==> src/rtl/aes_pkg.sv <==
// Shared AES-128 types and constants for the key schedule and encryption datapath.
package aes_pkg;

  typedef logic [31:0] word_t;

  localparam int unsigned NUM_WORDS = 44;
  localparam int unsigned KEY_W     = 128;
  localparam int unsigned CNT_W     = 6;

  // Indexed by cnt[5:2]; entries outside 1..10 are never used.
  localparam logic [7:0] RCON [0:15] = '{
    8'h00, 8'h01, 8'h02, 8'h04, 8'h08, 8'h10, 8'h20, 8'h40,
    8'h80, 8'h1b, 8'h36, 8'h00, 8'h00, 8'h00, 8'h00, 8'h00
  };

  typedef enum logic [1:0] {
    IDLE   = 2'd0,
    EXPAND = 2'd1,
    READY  = 2'd2
  } kx_state_e;

endpackage

==> src/rtl/key_expansion_if.sv <==
// Request/response bundle between the key source, key_expansion and encryption.
interface key_expansion_if;
  import aes_pkg::*;

  logic             start;
  logic [KEY_W-1:0] key_in;
  word_t            key_schedule [0:NUM_WORDS-1];
  logic             busy;
  logic             key_ready;

  modport master (
    output start,
    output key_in,
    input  key_schedule,
    input  busy,
    input  key_ready
  );

  modport slave (
    input  start,
    input  key_in,
    output key_schedule,
    output busy,
    output key_ready
  );

endinterface

==> src/rtl/aes_sbox.sv <==
// Combinational AES forward S-box lookup, one byte in, one byte out.
module aes_sbox (
  input  logic [7:0] data_i,
  output logic [7:0] data_o
);

  // Row-major table, entry 0x00 in the top byte.
  localparam logic [2047:0] SBOX_TABLE = {
    128'h637c777bf26b6fc53001672bfed7ab76,
    128'hca82c97dfa5947f0add4a2af9ca472c0,
    128'hb7fd9326363ff7cc34a5e5f171d83115,
    128'h04c723c31896059a071280e2eb27b275,
    128'h09832c1a1b6e5aa0523bd6b329e32f84,
    128'h53d100ed20fcb15b6acbbe394a4c58cf,
    128'hd0efaafb434d338545f9027f503c9fa8,
    128'h51a3408f929d38f5bcb6da2110fff3d2,
    128'hcd0c13ec5f974417c4a77e3d645d1973,
    128'h60814fdc222a908846eeb814de5e0bdb,
    128'he0323a0a4906245cc2d3ac629195e479,
    128'he7c8376d8dd54ea96c56f4ea657aae08,
    128'hba78252e1ca6b4c6e8dd741f4bbd8b8a,
    128'h703eb5664803f60e613557b986c11d9e,
    128'he1f8981169d98e949b1e87e9ce5528df,
    128'h8ca1890dbfe6426841992d0fb054bb16
  };

  assign data_o = SBOX_TABLE[{~data_i, 3'b000} +: 8];

endmodule

==> src/rtl/key_expansion.sv <==
// Iterative AES-128 key expansion: one schedule word per clock, 40 cycles start to ready.
module key_expansion
  import aes_pkg::*;
(
  input  logic              clk,
  input  logic              n_rst,
  key_expansion_if.slave    bus
);

  kx_state_e        state_q, state_d;
  logic [CNT_W-1:0] cnt_q, cnt_d;
  logic             busy_q, busy_d;
  logic             ready_q, ready_d;
  word_t            w_q [0:NUM_WORDS-1];

  logic             load_c;
  logic             wr_en_c;
  logic [CNT_W-1:0] prev_idx_c;
  logic [CNT_W-1:0] back_idx_c;
  word_t            prev_c;
  word_t            rot_c;
  word_t            sub_c;
  word_t            temp_c;
  word_t            next_word_c;

  // temp/XOR datapath for the word at position cnt
  assign prev_idx_c  = cnt_q - CNT_W'(1);
  assign back_idx_c  = cnt_q - CNT_W'(4);
  assign prev_c      = w_q[prev_idx_c];
  assign rot_c       = {prev_c[23:0], prev_c[31:24]};
  assign temp_c      = (cnt_q[1:0] == 2'b00) ? (sub_c ^ {RCON[cnt_q[5:2]], 24'h0}) : prev_c;
  assign next_word_c = w_q[back_idx_c] ^ temp_c;

  for (genvar b = 0; b < 4; b++) begin : g_subword
    aes_sbox u_sbox (
      .data_i (rot_c[8*b +: 8]),
      .data_o (sub_c[8*b +: 8])
    );
  end

  always_ff @(posedge clk or negedge n_rst) begin
    if (!n_rst) begin
      state_q <= IDLE;
      cnt_q   <= '0;
      busy_q  <= 1'b0;
      ready_q <= 1'b0;
      for (int i = 0; i < NUM_WORDS; i++) begin
        w_q[i] <= '0;
      end
    end else begin
      state_q <= state_d;
      cnt_q   <= cnt_d;
      busy_q  <= busy_d;
      ready_q <= ready_d;
      if (load_c) begin
        w_q[0] <= bus.key_in[127:96];
        w_q[1] <= bus.key_in[95:64];
        w_q[2] <= bus.key_in[63:32];
        w_q[3] <= bus.key_in[31:0];
      end else if (wr_en_c) begin
        w_q[cnt_q] <= next_word_c;
      end
    end
  end

  always_comb begin
    state_d = state_q;
    cnt_d   = cnt_q;
    busy_d  = busy_q;
    ready_d = ready_q;
    load_c  = 1'b0;
    wr_en_c = 1'b0;
    unique case (state_q)
      IDLE, READY: begin
        if (bus.start) begin
          load_c  = 1'b1;
          cnt_d   = CNT_W'(4);
          busy_d  = 1'b1;
          ready_d = 1'b0;
          state_d = EXPAND;
        end
      end
      EXPAND: begin
        wr_en_c = 1'b1;
        if (cnt_q == CNT_W'(NUM_WORDS - 1)) begin
          busy_d  = 1'b0;
          ready_d = 1'b1;
          state_d = READY;
        end else begin
          cnt_d = cnt_q + CNT_W'(1);
        end
      end
      default: state_d = IDLE;
    endcase
  end

  assign bus.key_schedule = w_q;
  assign bus.busy         = busy_q;
  assign bus.key_ready    = ready_q;

endmodule

==> src/flat_wrapper.sv <==
// flat-port wrapper written by rule: the top's interface ports become plain ports
module key_expansion_flat import aes_pkg::*;
  (clk, n_rst, bus_start, bus_key_in, bus_key_schedule, bus_busy, bus_key_ready);
  key_expansion_if bus_i ();
  input  logic clk;
  input  logic n_rst;
  input wire logic [$bits(bus_i.start)-1:0] bus_start;
  input wire logic [$bits(bus_i.key_in)-1:0] bus_key_in;
  output wire logic [$bits(bus_i.key_schedule)-1:0] bus_key_schedule;
  output wire logic [$bits(bus_i.busy)-1:0] bus_busy;
  output wire logic [$bits(bus_i.key_ready)-1:0] bus_key_ready;
  assign bus_i.start = bus_start;
  assign bus_i.key_in = bus_key_in;
  assign bus_key_schedule = {>>{bus_i.key_schedule}};
  assign bus_busy = bus_i.busy;
  assign bus_key_ready = bus_i.key_ready;
  key_expansion u_core (.clk(clk), .n_rst(n_rst), .bus(bus_i));
endmodule
==> config.mk <==
export PLATFORM = sky130hd
export DESIGN_NAME = key_expansion_flat
export DESIGN_NICKNAME = d
export VERILOG_FILES = /design/src/rtl/aes_pkg.sv /design/src/rtl/key_expansion_if.sv /design/src/rtl/aes_sbox.sv /design/src/rtl/key_expansion.sv /design/src/flat_wrapper.sv
export SDC_FILE = /design/constraint.sdc
export NUM_CORES = 2
export LEC_CHECK = 0
export BUFFER_PORTS_ARGS = -buffer_cell sky130_fd_sc_hd__buf_4
export CORE_AREA = 2 2 593 595
export CTS_BUF_LIST = sky130_fd_sc_hd__clkbuf_16
export DETAILED_ROUTE_END_ITERATION = 8
export DIE_AREA = 0 0 595 597
export PLACE_DENSITY_LB_ADDON = 0.08
export SYNTH_ARGS = -nofsm -noshare
export SYNTH_HDL_FRONTEND = slang
export SYNTH_SLANG_ARGS = --single-unit
export TNS_END_PERCENT = 1
==> constraint.sdc <==
create_clock -name clk -period 14.1 [get_ports clk]
set_input_delay 2.115 -clock clk [delete_from_list [all_inputs] [get_ports clk]]
set_output_delay 2.115 -clock clk [all_outputs]
set_load 0.05 [all_outputs]
# Word-level counts from Yosys, hierarchy flattened
# Memory sizes are Yosys's and may differ from the RTL's.
# Cells that the tools add are included.
# Widths: inputs -> output; s select.
# classes
n_addsub,3
order_cmp,5
n_eq_ne,6
n_shift,4
mux,29
bitwise,11
reduce_logical,10
# op_table
operator,n
$shiftx 2048x12->8 const A,4
$bwmux 1408,1
$mux 1408,1
$bmux 32 s6,2
$demux 32 s6,1
$mux 32,6
$mux 128,1
$xor 32x32->32,2
$not 8->8,4
$ge 7x7->1 const B,3
$not 6->7,3
$mux 8,2
$mux 6,2
$pmux 6 s2,1
$lt 7x1->1 const B,1
$mux 1,7
$add 6x1->6 const B,1
$eq 6x6->1 const B,1
$reduce_and 3->1,2
$sub 6x1->6 const B,1
$sub 6x3->6 const B,1
$ge 5x5->1 const B,1
$not 4->5,1
$logic_not 2->1,2
12 further kinds,17
# totals
regBits,1418
mem_bits_ro,128
input_bits,131
out_inout_bits,1410
memories,1
# mem_list
memory,depth,word_bits,rd,rd_ports_with_merged_regs,write_ports,line_no,text
(name not given),16,8,1,0,0,key_expansion.sv:31,"assign temp_c = (cnt_q[1:0] == 2'b00) ? (sub_c ^ {RCON[cnt_q[5:2]], 24'h0}) : prev_c;"

# Logic depth before layout (Yosys ltp)
# depth
ltp_word,13
depth_mapped,35
mapped_depth_nobuf,19

# Modules after synthesis
# Synthesis repeated with hierarchy kept, for this count alone.
# unflattened
cells_unflattened,9448
hier_area_um2,89275.6
# modules_own_cells
mod,n_inst,cells_each,area_per_inst_um2,seq_area_each_um2
key_expansion,1,7313,75732.6,35484.0
aes_sbox (u_core.g_subword[1].u_sbox ...),3,535,3397.0,0.0
aes_sbox (u_core.g_subword[0].u_sbox),1,530,3352.0,0.0

# Least setup slack after synthesis
# No wires, ideal clock.
# synth_timing
kind,reg-to-reg
start,register u_core.cnt_q[0]
end,register u_core.w_q (netlist bit u_core.bus.key_schedule[1337])
setup_time_ns,0.138
arrival_time_ns,7.283
t_required_ns,13.962
path_slack_ns,6.679
stages_incl_launch_ff,30
synth_period_minus_slack_ns,7.421
cell_sequence,dfrtp_1 -> buf_6 -> buf_8 -> buf_6 -> inv_1 -> clkbuf_1 -> clkbuf_1 -> clkbuf_1 -> clkbuf_1 -> clkbuf_1 -> ha_1 -> buf_4 -> buf_2 -> clkbuf_1 -> mux4_2 -> mux4_2 -> a22oi_1 -> nand2_1 -> clkbuf_1 -> ha_1 -> clkbuf_1 -> nand3_1 -> a21oi_1 -> a311oi_1 -> or4_1 -> a31oi_1 -> a21oi_1 -> xnor2_1 -> clkbuf_1 -> o21ai_0
# synth_between
elab_chain_len,13
word_cells_on_any_way,25
# synth_lines
element,line_no,text
from (decl),key_expansion.sv:11,"logic [CNT_W-1:0] cnt_q, cnt_d;"
from (signal assigned),key_expansion.sv:52,cnt_q <= cnt_d;
$sub 6x1->6,key_expansion.sv:27,assign prev_idx_c = cnt_q - CNT_W'(1);
$not 6->7 (implied by the code),key_expansion.sv:29,assign prev_c = w_q[prev_idx_c];
$bmux 32 s6,key_expansion.sv:29,
$mux 32 (implied by the code) (2 in a row),key_expansion.sv:29,
$not 8->8,aes_sbox.sv:27,"assign data_o = SBOX_TABLE[{~data_i, 3'b000} +: 8];"
$shiftx 2048x12->8,aes_sbox.sv:27,
$xor 32x32->32,key_expansion.sv:31,
$mux 32,key_expansion.sv:31,
$xor 32x32->32,key_expansion.sv:32,assign next_word_c = w_q[back_idx_c] ^ temp_c;
$bwmux 1408 *,key_expansion.sv:61,w_q[cnt_q] <= next_word_c;
$mux 1408 *,key_expansion.sv:60,end else if (wr_en_c) begin
$mux 128 *,key_expansion.sv:55,if (load_c) begin
"to (signal, indexed assignment)",key_expansion.sv:61,
to (decl),key_expansion.sv:14,word_t w_q [0:NUM_WORDS-1];
# Mark *: on every way between the ends. The rest lies on a longest branch, timed or not. The select of a mux whose other input is x is not followed.
# A chain may end at the register's enable or synchronous reset.

# Worst setup path in the final report
# layout_timing
start,register u_core.cnt_q[1]
end,register u_core.w_q (netlist bit u_core.bus.key_schedule[1028])
# layout_between
elab_chain_len,11
word_cells_on_any_way,23
# layout_lines
element,line_no
$sub 6x1->6,key_expansion.sv:27
$not 6->7 (implied by the code),key_expansion.sv:29
$bmux 32 s6,key_expansion.sv:29
$mux 32 (implied by the code) (2 in a row),key_expansion.sv:29
$not 8->8,aes_sbox.sv:27
$shiftx 2048x12->8,aes_sbox.sv:27
$xor 32x32->32,key_expansion.sv:31
$mux 32,key_expansion.sv:31
$xor 32x32->32,key_expansion.sv:32
$bwmux 1408 *,key_expansion.sv:61
# Marked as above.

==> metrics.md <==
| Metric | Value |
|---|---|
| Placement Rows | `217` |
| WL/cell | `50.1 um` |
| Post-synthesis compound-gate area fraction | `25.0%` |
| Worst-margin pin slew | `1.52 ns` |
| Yosys reg bits | `1418` |
| Largest net degree at the start of global routing | `148` |
| Layout cells sized above 1 | `27.0%` |
| Post-route DRC | `0` |
| Hold violation count in the final report | `0` |
| Commonest non-fill, non-tap cell in the layout | `buf_4` |
| Gpl congestion | `1.03` |
| Largest family of logic cells by synthesized area | `compound AO/OA/AOI/OAI gates` |
| CTS tree | `built` |
| Final nets | `11200` |
| Post-synthesis mux area share | `14.4%` |
| Crit Path Class | `reg2reg` |
| Synth async-reset ratio | `100%` |
| Mapped Cells | `9861` |
| Register area | `35500 um^2` |
| DRT iter0 DRCs | `14500` |
| IO Pins | `1541` |
| Synth Area in XOR/XNOR | `0.732%` |
| Critical Path Fanout Max | `75` |
| Detail Placement HPWL | `586 mm` |
| Most frequent cells in the layout | `buf_4, nand2_1, dfrtp_1, o21ai_0, nor2_1` |
| Rel. slew slack | `-2.07%` |
| Bufs on Longest Clock Path | `4` |
| Synth Area in Adders | `0.901%` |
| Die height | `597 um` |
| Period utilization | `72.7%` |
| Post-synth EDFFs | `0` |
| Setup TNS | `0 ns` |
| Total routed wirelength | `790 mm` |
| Sinks on the clock net | `1418` |
| # fillers | `36600` |
| Synth warn | `0` |
| Initial antenna violation count | `85` |
| Synth cell types | `112` |
| Die Area | `355000 um^2` |
| Max Clk Rate | `0.0975 GHz` |
| Final ANT Viol Nets | `0` |
| Grt ovf | `0` |
| Tot GR Track Use | `42.9%` |
| Multi-input logic area | `49700 um^2` |
| Initial Util | `25.5%` |
| Synth Area in Simple Gates | `13.5%` |
| CP Launch Type | `flip-flop` |
| Max-slew violation count | `2` |
| Failing checks | `capacitance limit, slew limit` |
| Post-CTS setup repair buffer count | `0` |
| Hold Crit Depth | `1` |
| Cts bufs inserted | `185` |
| 1st-pass router iterations | `6` |
| CTS root buf | `clkbuf_16` |
| Syn_area_per_cell | `9.01 um^2` |
| Final setup fails | `0` |
| Seq/Total Area, Yosys | `39.9%` |
| Clk_skew | `0.0979 ns` |
| Fin crit period | `10.26 ns` |
| Status | `finished, violations left` |
| Synthesized area | `88900 um^2` |
| Core area | `349000 um^2` |
| Net count after synthesis | `10100` |
| Via density | `6.40` |
| P&R area growth vs syn | `25.7%` |
| Arrival time at the worst endpoint | `10.99 ns` |
| Hold-fix buffers, CTS | `0` |
| RSZ-0062 raised after global routing | `false` |
| Total number of vias | `101000` |
| # resized after CTS | `0` |
| Die width | `595 um` |
| Worst Path Required | `14.83 ns` |
| Clk pin slew, worst setup/hold paths | `0.06 ns` |
| IO Port Bufs | `1540` |
| Reg2Reg Depth | `23` |
| Vias in the first global route | `94000` |
| Worst Hold Class | `reg2reg` |
| # H-tree levels | `4` |
| First-pass GRT wire length | `1020 mm` |
| Max-cap violation count | `2` |
| Ys flop type | `dfrtp_1` |
| Clk Latency, worst-skew pair | `0.98 ns` |
| Nature of the critical path endpoint | `flip-flop` |
-- critical path, stage by stage (launching register included) --
cell and delay (ns):
dfrtp_4 0.55, inv_4 0.31, buf_4 0.41, ha_4 0.71, buf_12 0.38, mux4_2 0.42, mux2i_1 0.84, o22ai_1 0.46
o21ai_0 0.29, o22ai_4 0.13, buf_4 0.28, inv_1 0.32, ha_1 0.20, buf_4 0.29, nor2_1 0.09, buf_4 0.18
o311ai_0 0.33, o21ai_0 0.32, o41a_1 0.40, a41oi_1 0.62, a21oi_1 0.30, xnor2_4 0.85, buf_4 0.59, o21ai_0 0.18
-- worst paths after layout --
check	start	slack (ns)	end
max reg2reg	u_core.cnt_q[1]	3.84	u_core.bus.key_schedule[1028]
min in group asynchronous	n_rst	1.15	u_core.bus.key_schedule[1365]
max	u_core.cnt_q[1]	3.84	u_core.bus.key_schedule[1028]
min	u_core.bus.key_ready	0.52	u_core.bus.key_ready
min reg2reg	u_core.bus.key_ready	0.52	u_core.bus.key_ready
max in group asynchronous	n_rst	10.12	u_core.bus.key_schedule[72]
-- flip-flops by register name (all words and copies together) (netlist names) --
name	flops
u_core.cnt_q	6
u_core.state_q	2
u_core.bus.key_ready	1
u_core.bus.busy	1
u_core.bus.key_schedule	1408
-- through the flow --
step           utilization, %  setup WS (ns)  hold slack (ns)  std cells  area (um^2)
2_1_floorplan               -           6.68            0.474       9861        88900
3_3_place_gp             30.4           4.24            0.508      15400       106000
3_5_place_dp             30.4           4.13            0.511      15400       106000
4_1_cts                  32.0           4.16            0.522      15700       112000
5_1_grt                  32.0           3.82            0.538      15700       112000
6_report                 32.0           3.84            0.516      15800       112000
-- synth_stat cells, drive strengths merged (33+ instances only) --
library cell	instances	share of area, %
o311ai	44	0.43
a221oi	72	0.71
o22ai	299	2.1
o21ai	1642	9.3
a211oi	84	0.73
nand4	44	0.31
buf	407	2.8
clkbuf	621	2.6
xnor2	47	0.55
and3	51	0.36
o221ai	129	1.3
nor2	617	2.6
mux2i	209	2.4
a21oi	539	3.1
dfrtp	1418	40
o31ai	47	0.41
nand2	1692	7.2
a22oi	228	1.9
inv	33	0.14
nand3	134	0.77
o211ai	101	0.85
mux4	409	10
ha	64	0.90
a31oi	116	0.82
nor3	158	0.92
a311oi	40	0.39
nor4	61	0.45
mux2	135	1.7
-- metal layers --
layer	wire length, um	GRT usage [%]
met1	307000	53.7
met2	338000	64.0
met5	191	0
met3	84400	13.4
met4	60500	27.3
-- kinds of logic after synthesis --
| logic type | after synthesis |
|---|---|
| multiplexers | 753 |
| adder cells (fa/ha/maj) | 64 |
| XOR/XNOR | 64 |
| AND/OR/NAND/NOR | 2867 |
| buffers and inverters | 1065 |
| flip-flops | 1418 |
| AO/OA/AOI/OAI | 3630 |
-- area by class of cell --
class	instances	share of cell area, %
repair buffers	1970	13.4
well taps	4599	5.15
flip-flops and latches	1418	31.8
diodes	44	0.0986
clock buffers	188	4.21
inverters	37	0.137
multi-input cells	7378	44.5
clock inverters	135	0.706
Power is not shown: default switching activity piles up to over one toggle a cycle in this logic, so the estimate is an artifact.
